[config.mk]
export PLATFORM = sky130hd
export DESIGN_NAME = rx_l3_ctrl
export DESIGN_NICKNAME = d
export VERILOG_FILES = /design/src/rtl/rx_pkg.sv /design/src/rtl/rx_sat_counter.sv /design/src/rtl/rx_l3_ctrl.sv
export SDC_FILE = /design/constraint.sdc
export NUM_CORES = 1
export LEC_CHECK = 0
export BUFFER_PORTS_ARGS = -buffer_cell sky130_fd_sc_hd__buf_2
export CAP_MARGIN = 0
export CORE_ASPECT_RATIO = 1.1
export CORE_MARGIN = 3
export CORE_UTILIZATION = 54
export CTS_BUF_LIST = sky130_fd_sc_hd__clkbuf_8
export CTS_CLUSTER_SIZE = 24
export DETAILED_ROUTE_END_ITERATION = 10
export PLACE_DENSITY = 0.85
export SETUP_SLACK_MARGIN = 0.5
export SLEW_MARGIN = 5
export SYNTH_ARGS = -nofsm -noshare
export SYNTH_HDL_FRONTEND = slang
export SYNTH_HIERARCHICAL = 1
export SYNTH_SLANG_ARGS = --single-unit
[constraint.sdc]
create_clock -name RX_CLK -period 3.35 [get_ports RX_CLK]
set_clock_uncertainty 0.2 [all_clocks]
set_input_delay 0.67 -clock RX_CLK [delete_from_list [all_inputs] [get_ports RX_CLK]]
set_output_delay 0.67 -clock RX_CLK [all_outputs]
set_load 0.01 [all_outputs]
[src/rtl/rx_pkg.sv]
// Shared definitions for the receive layer-3 path: EtherTypes, sequencer
// states and parser-select encodings.
package rx_pkg;

  localparam logic [15:0] ETH_IPV4 = 16'h0800;
  localparam logic [15:0] ETH_ARP  = 16'h0806;

  typedef enum logic [2:0] {
    ST_IDLE  = 3'd0,
    ST_IPV4  = 3'd1,
    ST_ARP   = 3'd2,
    ST_DROP  = 3'd3,
    ST_DRAIN = 3'd4,
    ST_CLEAR = 3'd5
  } state_e;

  typedef enum logic [1:0] {
    SEL_NONE = 2'd0,
    SEL_IPV4 = 2'd1,
    SEL_ARP  = 2'd2
  } sel_e;

endpackage

[src/rtl/rx_sat_counter.sv]
// Statistics counter that sticks at all-ones instead of wrapping.
module rx_sat_counter #(
  parameter int CNT_W = 16
) (
  input  logic             clk,
  input  logic             clr,
  input  logic             inc,
  output logic [CNT_W-1:0] value
);

  logic [CNT_W-1:0] value_q;
  logic [CNT_W-1:0] value_d;

  always_comb begin
    value_d = value_q;
    if (clr) begin
      value_d = '0;
    end else if (inc && (value_q != '1)) begin
      value_d = value_q + CNT_W'(1);
    end
  end

  always_ff @(posedge clk) begin
    value_q <= value_d;
  end

  assign value = value_q;

endmodule

[src/rtl/rx_l3_ctrl.sv]
// Routes each received frame to the IPv4 or ARP parser (or drops it), waits
// for the parser to finish, then pulses that parser's reset for one cycle.
module rx_l3_ctrl
  import rx_pkg::*;
#(
  parameter int DRAIN_MAX = 16,
  parameter int CNT_W     = 16
) (
  input  logic             RX_CLK,
  input  logic             rst,
  input  logic             ctrl_en,
  input  logic [15:0]      rx_ethertype,
  input  logic             rx_ethernet_data_v,
  input  logic             rx_ethernet_irq,
  input  logic             rx_ipv4_irq,
  input  logic             rx_arp_irq,
  output logic             ipv4_func_en,
  output logic             arp_func_en,
  output logic             ipv4_rst,
  output logic             arp_rst,
  output logic [1:0]       sel,
  output logic             busy,
  output logic [CNT_W-1:0] ipv4_frame_cnt,
  output logic [CNT_W-1:0] arp_frame_cnt,
  output logic [CNT_W-1:0] drop_cnt,
  output logic [CNT_W-1:0] timeout_cnt
);

  localparam int DCNT_W = (DRAIN_MAX > 1) ? $clog2(DRAIN_MAX) : 1;
  localparam logic [DCNT_W-1:0] DRAIN_LAST = DCNT_W'(DRAIN_MAX - 1);

  state_e              state_q, state_d;
  sel_e                sel_q, sel_d;
  sel_e                dec_sel;
  logic [DCNT_W-1:0]   drain_q, drain_d;
  logic                pend_q, pend_d;
  logic                ipv4_rst_q, ipv4_rst_d;
  logic                arp_rst_q, arp_rst_d;
  logic                parser_irq;
  logic                inc_ipv4, inc_arp, inc_drop, inc_timeout;

  always_comb begin
    dec_sel = SEL_NONE;
    if (rx_ethertype == ETH_IPV4) begin
      dec_sel = SEL_IPV4;
    end else if (rx_ethertype == ETH_ARP) begin
      dec_sel = SEL_ARP;
    end
  end

  assign parser_irq = (sel_q == SEL_IPV4) ? rx_ipv4_irq : rx_arp_irq;

  always_comb begin
    state_d      = state_q;
    sel_d        = sel_q;
    drain_d      = drain_q;
    pend_d       = pend_q;
    ipv4_func_en = 1'b0;
    arp_func_en  = 1'b0;
    inc_ipv4     = 1'b0;
    inc_arp      = 1'b0;
    inc_drop     = 1'b0;
    inc_timeout  = 1'b0;
    unique case (state_q)
      ST_IDLE: begin
        // Enable is decoded combinationally so the parser sees the first byte.
        if (ctrl_en && rx_ethernet_data_v) begin
          ipv4_func_en = (dec_sel == SEL_IPV4);
          arp_func_en  = (dec_sel == SEL_ARP);
          if (dec_sel == SEL_NONE) begin
            inc_drop = 1'b1;
            state_d  = rx_ethernet_irq ? ST_IDLE : ST_DROP;
          end else begin
            sel_d  = dec_sel;
            pend_d = 1'b0;
            if (rx_ethernet_irq) begin
              state_d = ST_DRAIN;
              drain_d = '0;
            end else begin
              state_d = (dec_sel == SEL_IPV4) ? ST_IPV4 : ST_ARP;
            end
          end
        end
      end
      ST_IPV4, ST_ARP: begin
        ipv4_func_en = (state_q == ST_IPV4);
        arp_func_en  = (state_q == ST_ARP);
        if (rx_ethernet_irq) begin
          state_d = ST_DRAIN;
          drain_d = '0;
          pend_d  = 1'b0;
        end
      end
      ST_DRAIN: begin
        ipv4_func_en = (sel_q == SEL_IPV4);
        arp_func_en  = (sel_q == SEL_ARP);
        if (rx_ethernet_data_v) begin
          pend_d = 1'b1;
        end
        if (parser_irq) begin
          state_d = ST_CLEAR;
        end else if (drain_q == DRAIN_LAST) begin
          state_d     = ST_CLEAR;
          inc_timeout = 1'b1;
        end else begin
          drain_d = drain_q + DCNT_W'(1);
        end
      end
      ST_CLEAR: begin
        inc_ipv4 = (sel_q == SEL_IPV4);
        inc_arp  = (sel_q == SEL_ARP);
        sel_d    = SEL_NONE;
        pend_d   = 1'b0;
        // A byte seen while draining means the next frame's head is already gone.
        if (pend_q || rx_ethernet_data_v) begin
          state_d  = ST_DROP;
          inc_drop = 1'b1;
        end else begin
          state_d = ST_IDLE;
        end
      end
      ST_DROP: begin
        if (rx_ethernet_irq) begin
          state_d = ST_IDLE;
        end
      end
      default: begin
        state_d = ST_IDLE;
        sel_d   = SEL_NONE;
      end
    endcase
  end

  assign ipv4_rst_d = (state_d == ST_CLEAR) && (sel_q == SEL_IPV4);
  assign arp_rst_d  = (state_d == ST_CLEAR) && (sel_q == SEL_ARP);

  always_ff @(posedge RX_CLK) begin
    if (rst) begin
      state_q    <= ST_IDLE;
      sel_q      <= SEL_NONE;
      drain_q    <= '0;
      pend_q     <= 1'b0;
      ipv4_rst_q <= 1'b0;
      arp_rst_q  <= 1'b0;
    end else begin
      state_q    <= state_d;
      sel_q      <= sel_d;
      drain_q    <= drain_d;
      pend_q     <= pend_d;
      ipv4_rst_q <= ipv4_rst_d;
      arp_rst_q  <= arp_rst_d;
    end
  end

  assign ipv4_rst = ipv4_rst_q;
  assign arp_rst  = arp_rst_q;
  assign sel      = sel_q;
  assign busy     = (state_q != ST_IDLE);

  rx_sat_counter #(.CNT_W(CNT_W)) u_ipv4_cnt (
    .clk(RX_CLK), .clr(rst), .inc(inc_ipv4), .value(ipv4_frame_cnt)
  );
  rx_sat_counter #(.CNT_W(CNT_W)) u_arp_cnt (
    .clk(RX_CLK), .clr(rst), .inc(inc_arp), .value(arp_frame_cnt)
  );
  rx_sat_counter #(.CNT_W(CNT_W)) u_drop_cnt (
    .clk(RX_CLK), .clr(rst), .inc(inc_drop), .value(drop_cnt)
  );
  rx_sat_counter #(.CNT_W(CNT_W)) u_timeout_cnt (
    .clk(RX_CLK), .clr(rst), .inc(inc_timeout), .value(timeout_cnt)
  );

endmodule

Word level (Yosys, flattened, before mapping)

Cells that the tools add are included.

Add/sub/neg operators: 5
Multipliers: 0
Divide/modulo/power cells: 0
Order comparisons: 0
Equal/unequal tests: 23
Shifts and indexed selects: 0
Mux-type cells: 41
Bitwise gates (word level): 1
Reductions and logical operators: 18

Operators with widths:

| kind                  | count |
|---|---|
| $add 16x1->16 const B | 4 |
| $ne 16x16->1 const B  | 4 |
| $eq 16x12->1 const B  | 2 |
| $mux 3                | 7 |
| $mux 4                | 5 |
| $mux 1                | 15 |
| $pmux 3 s5            | 1 |
| $mux 2                | 7 |
| $ne 2x2->1 const B    | 6 |
| $pmux 4 s3            | 1 |
| $reduce_and 5->1      | 2 |
| $eq 3x3->1 const B    | 3 |
| $logic_and 1x1->1     | 7 |
| $eq 3x2->1 const B    | 2 |
| $pmux 1 s3            | 2 |
| $reduce_bool 3->1     | 2 |
| $add 4x1->4 const B   | 1 |
| $eq 2x1->1 const B    | 2 |
| $eq 2x2->1 const B    | 2 |
| $eq 4x4->1 const B    | 1 |
| $pmux 1 s4            | 1 |
| $pmux 2 s2            | 1 |
| $reduce_bool 4->1     | 1 |
| $reduce_or 4->1       | 1 |
| other kinds (8)       | 8 |

Bits in registers: 76
Bits in latches: 0
Memory bits (writable): 0
Bits in read-only memories: 0
Bits of input ports: 23
Output and inout bits: 71
Logic and storage cells: 98
Memories: 0

Depth between registers and ports, before layout

Depth after elaboration: 11
Depth in mapped cells: 9
Mapped depth without buffers: 8

By module

Netlist, hierarchy kept.

By module, submodules not included:

| module         | instances | cells an instance | area an instance (µm²) | sequential area each (µm²) |
|---|---|---|---|---|
| rx_sat_counter | 4         | 99                | 848.3                  | 320.3 |
| rx_l3_ctrl     | 1         | 129               | 1041.0                 | 240.2 |

Worst setup path after synthesis

No wires, ideal clock.

Path kind: input-to-output
Start point: input port rx_ethertype[6]
End point: output port ipv4_func_en
Arrival time: 1.703 ns
Data required time: 2.480 ns
Slack: 0.777 ns
Cell stages on the path: 4
Path buffers: 0
Path through: nor4b_2 > and4_1 > nand2_1 > o32ai_1

Word-level cells in the longest chain between the ends: 6
Elaborated cells on any way between the ends: 7
Classes of those cells: eq/ne: 3; mux: 4

Ends and longest elaborated chain:

| element         | line             | text |
|---|---|---|
| start, declared | rx_l3_ctrl.sv:12 | `input logic [15:0] rx_ethertype,` |
| $eq 16x12->1    | rx_l3_ctrl.sv:46 | `end else if (rx_ethertype == ETH_ARP) begin` |
| $mux 2          | rx_l3_ctrl.sv:46 |  |
| $mux 2 (*)      | rx_l3_ctrl.sv:44 | `if (rx_ethertype == ETH_IPV4) begin` |
| $eq 2x1->1 (*)  | rx_l3_ctrl.sv:68 | `ipv4_func_en = (dec_sel == SEL_IPV4);` |
| $mux 1 (*)      | rx_l3_ctrl.sv:67 | `if (ctrl_en && rx_ethernet_data_v) begin` |
| $pmux 1 s3 (*)  | rx_l3_ctrl.sv:64 | `unique case (state_q)` |
| end, declared   | rx_l3_ctrl.sv:17 | `output logic ipv4_func_en,` |

Mark *: on every way between the ends. The rest lies on a longest branch, timed or not.

Worst setup path in the final report

Same ends and word-level chain as after synthesis.

==> impl_metrics.yaml <==
power:
  p_leak_uw: 0.00196
  vdd_drop_max_mv: 0.218
  p_per_area_nw_per_um2: 349
setup_path:
  path_cells: "buf_2, nor4b_4, and4_4, nand2_1, o32ai_1, buf_2"
  crit_slowest_cell: "nor4b_4"
  crit_path_end_kind: "output port"
  cp.arrival_ns: 1.90
  critPathMaxFanout: 5
  cpMostUsedCell: "buf_2"
  worstSetupPathType: "in -> out"
  critPathRequiredTime_ns: 2.48
  cp-start-kind: "input pin"
  slowest_delay_ns: 0.31
grt:
  grt_first_pass_wirelength_um: 18300
  grt_usage: 0.234
  grt_pass1_vias: 4107
  grt_max_degree: 48
  grt_overflow: 0
  antenna_found_initial: 0
clock_network:
  post_cts_buffers: 0
  cts_buffers: 9
  numClockSinks: 76
  clk_pin_slew_ns: 0.08
  htree_levels: 3
  cts_tree: "yes"
  clock_path_buffers: 2
  insertion_delay_ns: 0.34
  clock-root-buffer: "clkbuf_8"
timing:
  fmax_mhz: 361
  fin_crit_sh: 0.826
  timing.setup.tns_ns: 0
  final_hold_viol_count: 0
  rsz0062_at_grt: "no"
  worst_slew_pin_slew_ns: 0.895
  finalSetupViolations: 0
  max-slew-margin-rel: 0.403
  fin_crit_ns: 2.77
  drv_slew: 0
layout:
  final_area_um2: 5190
  fillers: 703
  final_cell_mix: "buf_2 (93), dfxtp_1 (74), a21oi_1 (49), nor2_1 (34)"
  areaGrowthSynthToFinish_pct: 17.0
  final_layout_size_suffix_gt1_frac: 0.230
  num_antenna_cells: 0
  nNetsFinal: 636
  final_common_cell: "buf_2"
synth:
  synth.top_cell.area_share: 0.343
  syn_inst: 525
  yosys.area.top_type: "dfxtp_1"
  synth.distinct_cells: 62
  synth_area_leaders: "dfxtp_1 (34%), a21oi_1 (5.5%), or4_1 (4.7%)"
  syn_area_per_cell_um2: 8.45
  synth_edf_count: 0
  ys_seq_elements: 76
  ys.flop_type: "dfxtp_1"
  syn_nets: 553
  yosysWarnings: 6
  syn_area_um2: 4430
  seq_area_frac_synth: 0.343
  ys_async_sr_fraction: 0
drt:
  met2WireLength_um: 5620
  wl_met3_um: 640
  routed_via_density: 6.22
  vias: 4483
  antenna_left: 0
  first_pass_iters: 6
  wl_um: 10900
  wire_per_inst_um: 15.1
  wl_met1_um: 4480
  routed.top_layer: "met4"
  drt_iter0_markers: 175
  route.detailed.drc: 0
place:
  place_area_um2: 4930
  finalWeightedCongestion: 0.907
  port_buffers: 93
  dp_hpwl_um: 7620
flow_run:
  maxCapViolCount: 0
floorplanning:
  core-area_um2: 7960
  initial_core_util: 0.557
  std_cell_rows: 34
  io_pins: 94
  dieArea_um2: 9340
  die_w_um: 92.4
  die-height_um: 101
worst_hold_path:
  hold_class: "reg -> reg"
outcome:
  status: "finished clean"
[area by class of cell]
cell class / count / area (um^2) / area share
Multi-Input combinational cell: 408 / 2750 / 0.529
Sequential cell: 76 / 1520 / 0.294
Timing Repair Buffer: 95 / 493 / 0.0950
Clock buffer: 10 / 138 / 0.0265
Tap cell: 108 / 135 / 0.0260
Clock inverter: 6 / 86.3 / 0.0166
Inverter: 18 / 67.6 / 0.0130
[what timing repair did]
action                     4_1_cts  5_1_grt
setup endpoints to repair        2        7
hold buffers                     0        0
gates resized for setup          2        7
cloned                           0        0
[sequential cells by signal (all words and copies together), names as in the netlist]
name                 flops
arp_rst                  1
drain_q                  4
ipv4_rst                 1
pend_q                   1
sel                      2
state_q                  3
u_arp_cnt/value         16
u_drop_cnt/value        16
u_ipv4_cnt/value        16
u_timeout_cnt/value     16
[path summary, 6_finish.rpt]
check                                         from  depth (start not counted)  slack (ns)                   to
worst max-delay path               rx_ethertype[6]                          6        0.58         ipv4_func_en
worst min-delay path            u_arp_cnt/value[9]                          2        0.32   u_arp_cnt/value[9]
worst max register to register          state_q[0]                          6        0.77  u_arp_cnt/value[11]
worst min register to register  u_arp_cnt/value[9]                          2        0.32   u_arp_cnt/value[9]
[stage by stage]
stage | worst slack, ns | power [uW] | utilization | cells | hold slack (ns)
global placement | 0.567 | 1040 | 0.620 | 705 | 0.302
global route | 0.510 | 1880 | 0.652 | 721 | 0.356
finish | 0.584 | 1810 | 0.652 | 721 | 0.320
CTS | 0.521 | 1830 | 0.649 | 721 | 0.322
floorplan | 0.777 | 1010 | - | 525 | 0.311
detailed placement | 0.435 | 1040 | 0.620 | 705 | 0.309
[cell families (layout without fill, tap and decap cells)]
family                     count (synthesis)  after routing  share of synthesized area
and+or+nand+nor                          248            248                      0.364
AOI/OAI and AO/OA                        136            136                      0.192
DFF                                       76             76                      0.343
buffers and inverters                     41            129                     0.0440
xor gates and xnor gates                  10             10                     0.0214
muxes                                      9              9                     0.0214
adders and majority gates                  5              5                     0.0141
[synthesized netlist by cell type, types with 5 or more instances]
library cell	count
inv_1	18
nor2_1	34
dfxtp_1	76
o31ai_1	26
nor2b_1	13
nand2_1	30
nand3_1	29
and4_1	13
mux2i_1	5
buf_1	5
ha_1	5
clkbuf_1	9
or4_1	28
o211ai_1	7
nor4_1	8
xnor2_1	8
nor4_4	6
a21oi_1	49
nand4_1	13
o21ai_0	20
nand3b_1	5
and3_1	7
nor3_1	20
or3_1	13
buf_2	5
[layer usage]
layer / track usage / up-vias
met5: 0 / -
met4: 0.0789 / 0
met3: 0.0471 / 18
met2: 0.415 / 148
met1: 0.283 / 2128
li1: - / 2189
[worst max-delay path: cells and delay by family]
family          cells  cell delay (ns)
simple gates        3             0.69
buf+inv             2             0.30
compound gates      1             0.24
[power breakdown]
| part | switching [uW] | total (uW) | internal (uW) | leakage (uW) |
|---|---|---|---|---|
| logic | 69.4 | 110 | 40.3 | 0.00124 |
| clock network | 347 | 787 | 440 | 0.000113 |
| registers | 8.43 | 916 | 908 | 0.000613 |
| total | 425 | 1810 | 1390 | 0.00196 |
No activity file was read; power rests on OpenSTA's default activity.
